## src/rtl/uart_frame_rx.sv

```systemverilog
`default_nettype none
// ============================================================================
// Module      : uart_frame_rx
// Description : Oversampling 8N1 serial receiver. Deserialises bytes LSB
//               first and writes each good byte into frame RAM at
//               (cycle << 2) + index. Raises full after BYTES good bytes and
//               holds it until the consumer acknowledges.
// Revision    : 1.0 - initial release
// ============================================================================
module uart_frame_rx #(
    parameter int BYTES      = 4,
    parameter int OVERSAMPLE = 8,
    parameter int GAP_BITS   = 20
) (
    input  logic       clk,
    input  logic       rst_n,
    input  logic       i_en,
    input  logic       i_rx,
    input  logic       i_ack,
    input  logic [5:0] i_cycle,
    output logic [8:0] o_addr,
    output logic [7:0] o_wdata,
    output logic       o_we,
    output logic       o_full,
    output logic       o_frame_err,
    output logic [2:0] o_switch
);

    // Counter widths and compare points.
    localparam int c_CNT_W     = $clog2(OVERSAMPLE);
    localparam int c_GAP_LIMIT = GAP_BITS * OVERSAMPLE - 1;
    localparam int c_GAP_W     = $clog2(c_GAP_LIMIT + 2);

    // The edge detector adds one clock of latency, so the start decision
    // fires two counts early to land the sample near mid-bit.
    localparam logic [c_CNT_W-1:0] c_HALF_END = c_CNT_W'(OVERSAMPLE / 2 - 2);
    localparam logic [c_CNT_W-1:0] c_BIT_END  = c_CNT_W'(OVERSAMPLE - 1);
    localparam logic [c_GAP_W-1:0] c_GAP_END  = c_GAP_W'(c_GAP_LIMIT);
    localparam logic [2:0]         c_LAST_IDX = 3'(BYTES - 1);

    typedef enum logic [2:0] {
        S_IDLE   = 3'd0,
        S_START  = 3'd1,
        S_DATA   = 3'd2,
        S_STOP   = 3'd3,
        S_WRITE  = 3'd4,
        S_RESYNC = 3'd5,
        S_DONE   = 3'd6
    } state_t;

    state_t              r_state;
    logic                r_sync1;
    logic                r_rxs;
    logic                r_rxs_prev;
    logic [7:0]          r_shift;
    logic [c_CNT_W-1:0]  r_cnt;
    logic [2:0]          r_bits;
    logic [c_GAP_W-1:0]  r_gap;
    logic                w_fall;

    assign w_fall = r_rxs_prev & ~r_rxs;

    // Two-flop synchroniser for the asynchronous line plus one history flop
    // for falling-edge detection; runs regardless of enable.
    always_ff @(posedge clk or negedge rst_n) begin
        if (!rst_n) begin
            r_sync1    <= 1'b1;
            r_rxs      <= 1'b1;
            r_rxs_prev <= 1'b1;
        end else begin
            r_sync1    <= i_rx;
            r_rxs      <= r_sync1;
            r_rxs_prev <= r_rxs;
        end
    end

    // Receive state machine with registered RAM-write and status outputs.
    always_ff @(posedge clk or negedge rst_n) begin
        if (!rst_n) begin
            r_state     <= S_IDLE;
            r_shift     <= 8'd0;
            r_cnt       <= '0;
            r_bits      <= 3'd0;
            r_gap       <= '0;
            o_addr      <= 9'd0;
            o_wdata     <= 8'd0;
            o_we        <= 1'b0;
            o_full      <= 1'b0;
            o_frame_err <= 1'b0;
            o_switch    <= 3'd0;
        end else begin
            o_we <= 1'b0;
            if (!i_en) begin
                r_state  <= S_IDLE;
                r_cnt    <= '0;
                r_bits   <= 3'd0;
                r_gap    <= '0;
                o_full   <= 1'b0;
                o_switch <= 3'd0;
            end else begin
                case (r_state)
                    S_IDLE: begin
                        if (w_fall) begin
                            r_cnt   <= '0;
                            r_bits  <= 3'd0;
                            r_gap   <= '0;
                            r_state <= S_START;
                        end else if (o_switch != 3'd0) begin
                            // A frame in progress must not stall forever.
                            if (r_gap == c_GAP_END) begin
                                r_gap       <= '0;
                                o_switch    <= 3'd0;
                                o_frame_err <= 1'b1;
                            end else begin
                                r_gap <= r_gap + c_GAP_W'(1);
                            end
                        end
                    end
                    S_START: begin
                        if (r_cnt == c_HALF_END) begin
                            r_cnt   <= '0;
                            r_state <= r_rxs ? S_IDLE : S_DATA;
                        end else begin
                            r_cnt <= r_cnt + c_CNT_W'(1);
                        end
                    end
                    S_DATA: begin
                        if (r_cnt == c_BIT_END) begin
                            r_cnt   <= '0;
                            r_shift <= {r_rxs, r_shift[7:1]};
                            if (r_bits == 3'd7) begin
                                r_state <= S_STOP;
                            end else begin
                                r_bits <= r_bits + 3'd1;
                            end
                        end else begin
                            r_cnt <= r_cnt + c_CNT_W'(1);
                        end
                    end
                    S_STOP: begin
                        if (r_cnt == c_BIT_END) begin
                            r_cnt <= '0;
                            if (r_rxs) begin
                                // Registered here so the strobe lines up
                                // with the one-clock WRITE state.
                                o_we     <= 1'b1;
                                o_addr   <= {1'b0, i_cycle, 2'b00} + {6'd0, o_switch};
                                o_wdata  <= r_shift;
                                o_switch <= o_switch + 3'd1;
                                if (o_switch == c_LAST_IDX) begin
                                    o_full <= 1'b1;
                                end
                                r_state <= S_WRITE;
                            end else begin
                                o_frame_err <= 1'b1;
                                o_switch    <= 3'd0;
                                r_state     <= S_RESYNC;
                            end
                        end else begin
                            r_cnt <= r_cnt + c_CNT_W'(1);
                        end
                    end
                    S_WRITE: begin
                        if (o_full) begin
                            // An ack coincident with full rising is honoured here.
                            if (i_ack) begin
                                o_full   <= 1'b0;
                                o_switch <= 3'd0;
                                r_state  <= S_IDLE;
                            end else begin
                                r_state <= S_DONE;
                            end
                        end else begin
                            r_state <= S_IDLE;
                        end
                    end
                    S_RESYNC: begin
                        if (r_rxs) begin
                            r_state <= S_IDLE;
                        end
                    end
                    S_DONE: begin
                        if (i_ack) begin
                            o_full   <= 1'b0;
                            o_switch <= 3'd0;
                            r_state  <= S_IDLE;
                        end
                    end
                    default: begin
                        r_state <= S_IDLE;
                    end
                endcase
            end
            // Acknowledge clears the sticky error and wins over any set above.
            if (i_ack) begin
                o_frame_err <= 1'b0;
            end
        end
    end

endmodule
`default_nettype wire

```

## config.mk

```make
export PLATFORM = sky130hd
export DESIGN_NAME = uart_frame_rx
export DESIGN_NICKNAME = d
export VERILOG_FILES = /design/src/rtl/uart_frame_rx.sv
export SDC_FILE = /design/constraint.sdc
export NUM_CORES = 1
export LEC_CHECK = 0
export CORE_ASPECT_RATIO = 1.2
export CORE_MARGIN = 2
export CORE_UTILIZATION = 50
export CTS_BUF_LIST = sky130_fd_sc_hd__clkbuf_2 sky130_fd_sc_hd__clkbuf_4 sky130_fd_sc_hd__clkbuf_8
export DETAILED_ROUTE_END_ITERATION = 6
export GPL_TIMING_DRIVEN = 1
export PLACE_DENSITY = 0.76
export SYNTH_ARGS = -nofsm -noshare
export SYNTH_HDL_FRONTEND = slang
export SYNTH_SLANG_ARGS = --single-unit
```

## constraint.sdc

```tcl
create_clock -name clk -period 1.8 [get_ports clk]
set_clock_uncertainty 0.05 [all_clocks]
set_input_delay 0.27 -clock clk [delete_from_list [all_inputs] [get_ports clk]]
set_output_delay 0.27 -clock clk [all_outputs]
set_load 0.02 [all_outputs]
```

=== Word-level counts from Yosys, hierarchy flattened ===
Cells that the tools add are included.

* Register bits: 51
* Latch bits: 0
* Memory bits (writable): 0
* Bits in read-only memories: 0
* Input bits: 11
* Output and inout bits: 23
* Word-level logic and storage cells: 127
* Memories kept: 0

* Add/subtract/negate cells: 5
* Multiply operators: 0
* Div/mod/pow operators: 0
* Magnitude comparators: 0
* Eq/ne operators: 36
* Shift-type cells: 0
* Mux-type cells: 56
* Bitwise operators: 2
* Reduce and logical (&&, ||, !) cells: 14

{| class="wikitable"
|+ Operators with widths
! operator !! count
|-
| 3-bit two-way mux || 25
|-
| 3-bit != test (second input constant) || 19
|-
| 8-bit two-way mux || 5
|-
| 3-bit one-hot mux with 7 select lines || 1
|-
| 1-bit two-way mux || 19
|-
| 3-bit == test (second input constant) || 5
|-
| 7-bit AND reduction || 2
|-
| 3-bit by 2-bit == test with 1-bit output (second input constant) || 4
|-
| 3-bit one-hot mux with 4 select lines || 1
|-
| 3-bit by 1-bit adder with 3-bit output (second input constant) || 3
|-
| 8-bit by 3-bit adder with 9-bit output || 1
|-
| 3-bit one-hot mux with 3 select lines || 1
|-
| 8-bit by 1-bit adder with 8-bit output (second input constant) || 1
|-
| 8-bit == test (second input constant) || 1
|-
| 4-bit AND reduction || 2
|-
| 3-bit by 1-bit != test with 1-bit output (second input constant) || 2
|-
| 3-bit one-hot mux with 2 select lines || 1
|-
| 6-bit AND reduction || 1
|-
| 3-bit nonzero test || 2
|-
| 5-bit by 1-bit != test with 1-bit output (second input constant) || 1
|-
| 5-bit AND reduction || 1
|-
| 4-bit by 1-bit != test with 1-bit output (second input constant) || 1
|-
| 4-bit by 2-bit != test with 1-bit output (second input constant) || 1
|-
| 2-bit AND reduction || 2
|-
| 11 further kinds || 11
|}

=== Logic depth before layout (Yosys ltp) ===
Gate-level depths: netlist (run 1).

* Word-level depth: 7
* Depth in mapped cells: 8
* Mapped depth without buffers: 7

=== Least setup slack after synthesis (run 1) ===
Ideal clock, no wire load.

* Kind: register to register
* Start: register o_switch[0]
* End: register r_gap[7]
* Library setup time: 124 ps
* Data arrival time: 1665 ps
* Required time: 1626 ps
* Path slack: -39 ps
* Cell stages (with the launch flop): 8
* Buffers on the path: 0
* Period minus slack after synthesis: 1839 ps
* Cells stage by stage: dfrtp_1 inv_1 ha_1 or2b_2 o21ai_1 a21o_4 nor3_1 a211o_1

* Longest elaborated chain between the ends: 3

{| class="wikitable"
|+ RTL lines
! what !! RTL line !! source
|-
| from (decl) || 26 || <nowiki>output logic [2:0] o_switch</nowiki>
|-
| from (signal assigned) || 149 || <nowiki>o_switch <= o_switch + 3'd1;</nowiki>
|-
| 3-bit nonzero test || 108 || <nowiki>end else if (o_switch != 3'd0) begin</nowiki>
|-
| 3-bit by 1-bit != test with 1-bit output (no source line) || - ||
|-
| 2-bit AND reduction (no source line) || - ||
|-
| to (signal assigned) || 115 || <nowiki>r_gap <= r_gap + c_GAP_W'(1);</nowiki>
|-
| to (decl) || 58 || <nowiki>logic [c_GAP_W-1:0] r_gap;</nowiki>
|}

Every way passes these cells.
A chain may end at the register's enable or synchronous reset.

=== Worst setup path in the final report (run 1) ===
* Start: register r_cnt[0]
* End: register r_state[0]

* Longest elaborated chain between the ends: 3
* Elaborated cells on any way between the ends: 6
* Those cells by class: eq/ne: 5; reduce/logical: 1

{| class="wikitable"
|+ RTL lines
! what !! RTL line !! source
|-
| from (decl) || 56 || <nowiki>logic [c_CNT_W-1:0] r_cnt;</nowiki>
|-
| from (signal assigned) || 124 || <nowiki>r_cnt <= r_cnt + c_CNT_W'(1);</nowiki>
|-
| from (signal assigned) || 137 || <nowiki>r_cnt <= r_cnt + c_CNT_W'(1);</nowiki>
|-
| from (signal assigned) || 160 || <nowiki>r_cnt <= r_cnt + c_CNT_W'(1);</nowiki>
|-
| 3-bit == test / 3-bit by 2-bit == test with 1-bit output (equally long branches) || 128, 141, 120 ||
|-
| 3-bit != test (no source line) || - ||
|-
| 7-bit AND reduction (no source line) (*) || - ||
|-
| to (signal assigned) || 122 || <nowiki>r_state <= r_rxs ? S_IDLE : S_DATA;</nowiki>
|-
| to (decl) || 51 || <nowiki>state_t r_state;</nowiki>
|}

Mark *: on every way between the ends. The rest lies on a longest branch, timed or not.

==> results.json, run 1 <==
{
  "grt_usage": 0.1944,
  "cts_tree": "yes",
  "synth_warnings": 0,
  "outcome": "finished, final reports clean",
  "grt_pass1_wl_microns": 9321,
  "ys_seq_elements": 51,
  "drt_iter0_drc": 93,
  "power.density_nw_per_um2": 860.6,
  "fin_nets": 330,
  "syn_area_sq_um": 2631,
  "cap_viol_max_count": 0,
  "path_max_fanout": 3,
  "power.leakage_nw": 1.634,
  "io_buffers": 33,
  "synth.area.top_cells": "dfrtp_1 46%, mux2_2 6.0%, ha_1 5.2%",
  "grt_start_max_net_pins": 52,
  "synth_edf_count": 0,
  "final-max-slew-violation-count": 0,
  "hold_depth": 1,
  "cts_max_level": 2,
  "post-route-period-util": 0.9864,
  "vias_per_cell": 5.566,
  "dp.final_hpwl_microns": 3822,
  "worstSetupPathType": "reg2reg",
  "drive_gt1_frac": 0.2848,
  "critPathMaxStageDelay_ns": 0.40,
  "std_cell_rows": 28,
  "postSynthAreaPerCell_sq_um": 10.74,
  "cp_num_cells": 7,
  "drt_wl_total_microns": 5435,
  "gp_congestion": 0.9178,
  "cp-end-kind": "flip-flop",
  "routed-via-count": 2054,
  "cp.required_ns": 1.97,
  "period_needed_ns": 1.775,
  "synth_ff_type": "dfrtp_1",
  "dpl_cell_area_sq_um": 3198,
  "crit_family": "flip-flops",
  "hold_path.class": "in2reg",
  "wl_per_cell_microns": 14.73,
  "slew_headroom": 0.7646,
  "initial_core_util": 0.5252,
  "rsz0062_at_grt": "yes",
  "max_freq_mhz": 563.2,
  "clkTransAtPathRegs_ns": 0.10,
  "setup_viol": 0,
  "antenna_found_initial": 0,
  "clock_latency_ns": 0.31,
  "tns_ns": 0,
  "worstPathBufferInverterCount": 0,
  "netlist_top_cells_count": "48 x dfrtp_1, 28 x nand2_1, 22 x o21ai_0",
  "die_h_microns": 83.47,
  "core_sq_um": 5010,
  "syn_inst": 245,
  "drc_errors": 0,
  "cp_cell_sequence": "ha_2 > ha_4 > nor4b_4 > o21ai_1 > o2111a_1 > nand2_2 > mux2i_2",
  "grt-ovfl-total": 0,
  "synth_top_area_frac": 0.4565,
  "area_growth_syn_to_layout_pct": 29.91,
  "yosysUniqueCellTypes": 59,
  "start_kind": "flip-flop",
  "ir_drop_mv": 0.6278,
  "cts_made_buffers": 5,
  "design_area_sq_um": 3418,
  "ant_nets": 0,
  "synth_top_cell_by_area": "dfrtp_1",
  "synthArstFlopShare": 1.000,
  "clockBufferDepth": 2,
  "n_antenna_cell": 0,
  "seq_area_frac_synth": 0.4864,
  "clk_root_buffer_cell": "clkbuf_8",
  "cp.arrival_ns": 1.94,
  "pin_count": 34,
  "first_global_vias": 2078,
  "power_mw": 2.942,
  "die-area_sq_um": 5861,
  "whs_ns": 0.3072,
  "cts_sinks": 51,
  "yosysMostFrequentCell": "dfrtp_1",
  "worstMarginPinSlew_ns": 0.3518,
  "syn_nets": 267,
  "r2r.worst_path.cells": 7,
  "hold_violations": 0,
  "worst_path_max_delay_cell": "dfrtp_1",
  "die_w_microns": 70.22,
  "drt-pass1-iter-count": 5
}
[worst reg2reg max path, stage by stage (launching register included)]
cell and delay (ns):
dfrtp_1 0.40, ha_2 0.21, ha_4 0.18, nor4b_4 0.27
o21ai_1 0.09, o2111a_1 0.15, nand2_2 0.09, mux2i_2 0.25
[area by class of cell]
| type | count | area, sq um |
|---|---|---|
| clock buffers | 5 | 68.82 |
| clock inverters | 3 | 22.52 |
| fillers | 394 | 1592 |
| inverters | 12 | 45.04 |
| multi-input cells | 174 | 1335 |
| flip-flops and latches | 51 | 1282 |
| well taps | 60 | 75.07 |
| repair buffers | 64 | 589.3 |
[sequential cells by signal, summed over array words and instances, names as in the netlist]
signal,count
o_addr,9
o_frame_err,1
o_full,1
o_switch,3
o_wdata,8
o_we,1
r_bits,3
r_cnt,3
r_gap,8
r_rxs,1
r_rxs_prev,1
r_shift,8
r_state,3
r_sync1,1
[metal layers]
layer	GRT usage	vias to the layer above	share of wire
met5	0	-	0
met4	0.05070	0	0.016
met3	0.03382	8	0.028
met2	0.3654	37	0.54
met1	0.2234	1021	0.41
li1	-	988	-
[timing repair]
action | 4_1_cts | 5_1_grt
pin swaps | 2 | 7
endpoints found under the setup margin | 7 | 25
cloned | 0 | 0
hold endpoints to repair | 48 | 0
resized for setup | 5 | 16
hold buffers | 1 | 0
buffers inserted | 2 | 4
[report_power, final]
part           internal, mW  switching, mW
registers              1.22         0.0867
logic                 0.463          0.482
clock network         0.282          0.407
total                  1.97          0.975
[worst paths after layout]
check,startpoint,end,slack (ns)
max,r_cnt[0],r_state[0],0.02
min,i_rx,r_sync1,0.31
min reg2reg,r_sync1,r_rxs,0.31
max reg2reg,r_cnt[0],r_state[0],0.02
min in group asynchronous,rst_n,o_addr[8],0.41
max in group asynchronous,rst_n,r_rxs,1.00
[logic make-up after synthesis]
group           share of synthesized area
simple gates                       0.1802
buf+inv                           0.03614
mux                               0.09796
compound gates                     0.1303
flops                              0.4864
fa+ha+maj                         0.05231
xor+xnor                          0.01664
[stage by stage]
step | std cells | setup slack (ns) | utilization
floorplan | 245 | 0.01234 | -
global placement | 355 | -0.07822 | 0.6384
detailed placement | 355 | -0.08712 | 0.6384
CTS | 366 | 0.004802 | 0.6648
global route | 369 | -0.02740 | 0.6823
finish | 369 | 0.02454 | 0.6823
[layout by cell type (no fill, tap or decap), drive strengths merged, types with 5 or more instances in the layout]
master,synthesis,layout
dfrtp,48,48
clkdlybuf4s50,0,32
buf,6,31
nand2,30,30
o21ai,24,24
mux2,18,18
inv,12,14
nor2,12,12
ha,11,11
nand3,9,9
nand2b,5,5
a21oi,5,5
clkbuf,2,5
Power figures use the tool's default switching activity.
==> run 2, diff against run 1 <==
Settings changed: CORE_UTILIZATION 50 to 51, PLACE_DENSITY 0.76 to 0.77.
==> run 2 against run 1 <==
  * Non-clock buffer count down 4
  * Via count down 1.7%
  * Sequential share of layout area up 0.69 points
  * Worst hold slack worse by 0.0042 ns
  * First-iteration DRC count up 37%
  * Highest routed layer unchanged
==> results.json, run 2 (same netlist as run 1, synthesis figures left out) <==
{
  "hold_path.class": "in2reg",
  "routed-via-count": 2019,
  "hold_violations": 0,
  "antenna_found_initial": 0,
  "clockBufferDepth": 2,
  "cts_tree": "yes",
  "drt_iter0_drc": 127,
  "whs_ns": 0.3030,
  "cp.required_ns": 1.93,
  "drive_gt1_frac": 0.2557,
  "start_kind": "flip-flop",
  "tns_ns": 0,
  "first_global_vias": 1936,
  "critPathMaxStageDelay_ns": 0.44,
  "cts_made_buffers": 5,
  "die_h_microns": 82.69,
  "largest_reg_flops": 9,
  "setup_viol": 0,
  "cts_max_level": 2,
  "drt-pass1-iter-count": 4,
  "n_antenna_cell": 0,
  "grt_pass1_wl_microns": 8970,
  "grt-ovfl-total": 0,
  "cp_cell_sequence": "or3b_4 > nor3b_4 > o221ai_4 > buf_4 > nand2_1 > o21ai_0",
  "fin_nets": 326,
  "worstSetupPathType": "reg2reg",
  "clk_root_buffer_cell": "clkbuf_8",
  "core_sq_um": 4940,
  "fin_util": 0.6788,
  "grt_usage": 0.1949,
  "gp_congestion": 0.8959,
  "ir_drop_mv": 0.4837,
  "cts_sinks": 51,
  "pin_count": 34,
  "initial_core_util": 0.5327,
  "vias_per_cell": 5.532,
  "die_w_microns": 69.57,
  "setup_ws_ns": 0.05442,
  "clkTransAtPathRegs_ns": 0.10,
  "clock_latency_ns": 0.31,
  "path_max_fanout": 5,
  "wl_per_cell_microns": 13.69,
  "die-area_sq_um": 5752,
  "regMostFlops": "o_addr",
  "ant_nets": 0,
  "area_growth_syn_to_layout_pct": 27.44,
  "cp-end-kind": "flip-flop",
  "post-route-period-util": 0.9698,
  "cp.arrival_ns": 1.88,
  "worst_path_max_delay_cell": "dfrtp_1",
  "drc_errors": 0,
  "max_freq_mhz": 572.9,
  "rsz0062_at_grt": "yes",
  "fillers": 381,
  "worstMarginPinSlew_ns": 0.5038,
  "drt_wl_total_microns": 4998,
  "dp.final_hpwl_microns": 3604,
  "std_cell_rows": 28,
  "io_buffers": 33,
  "final-max-slew-violation-count": 0,
  "period_needed_ns": 1.746,
  "power_mw": 2.844,
  "pre_cts_slack_ns": -0.08885,
  "most-common-layout-cells": "47 x dfrtp_1, 32 x clkdlybuf4s50_1, 28 x nand2_1",
  "power.leakage_nw": 1.608,
  "cap_viol_max_count": 0,
  "outcome": "finished, final reports clean",
  "slew_headroom": 0.6641,
  "power.density_nw_per_um2": 848.2,
  "grt_start_max_net_pins": 31,
  "layout_commonest_cell": "dfrtp_1"
}
run 2: changes by cell type in the layout (fill, tap and decap cells not counted), sizes merged:
| cell | delta |
|---|---|
| buf | -4 |
| inv | -1 |
| clkinvlp | +1 |
run 2: path summary, 6_finish.rpt:
kind	startpoint	slack (ns)	cells past startpoint	end
min in group asynchronous	rst_n	0.40	2	r_shift[2]
hold reg to reg	r_sync1	0.32	0	r_rxs
setup reg to reg	r_gap[5]	0.05	6	o_switch[1]
setup / recovery	r_gap[5]	0.05	6	o_switch[1]
max in group asynchronous	rst_n	0.70	3	r_rxs_prev
hold / removal	i_rx	0.30	1	r_sync1
run 2: metrics by stage:
step                      cells  instance area [sq um]
after floorplan             245                   2635
after global placement      352                   3176
after detailed placement    352                   3176
after CTS                   361                   3291
after global routing        365                   3353
final                       365                   3353
run 2: timing repair:
action,in CTS,in global routing
pin swaps,2,2
hold endpoints to repair,19,0
setup buffers,0,4
setup endpoints to repair,3,26
hold buffers,1,0
resized for setup,3,8
run 2: metal layers:
layer	vias to the layer above	part of all wire	wire, microns	global-route usage
li1	988	-	-	-
met1	985	0.45	2264	0.2514
met2	38	0.49	2459	0.3298
met3	8	0.038	190	0.03762
met4	0	0.017	85	0.07255
met5	-	0	0	0
run 2: critical path, delay by kind of cell (launching register included):
kind            cells  cell delay, ns
compound gates      2            0.23
buf+inv             1            0.17
flops               1            0.44
simple gates        3            0.73
run 2: final cells by class:
cell class / count / area [sq um] / area share
flip-flops and latches: 51 / 1281 / 0.3821
well taps: 60 / 75.07 / 0.02239
repair buffers: 60 / 555.5 / 0.1657
clock buffers: 5 / 68.82 / 0.02052
inverters: 12 / 45.04 / 0.01343
multi-input cells: 174 / 1300 / 0.3877
clock inverters: 3 / 27.53 / 0.008209
run 2: where the power goes:
part	internal, mW	leakage [nW]	switching, mW	total, mW
logic	0.406	0.870	0.451	0.858
registers	1.22	0.691	0.0759	1.30
clock network	0.286	0.0463	0.404	0.690
total	1.91	1.61	0.932	2.84
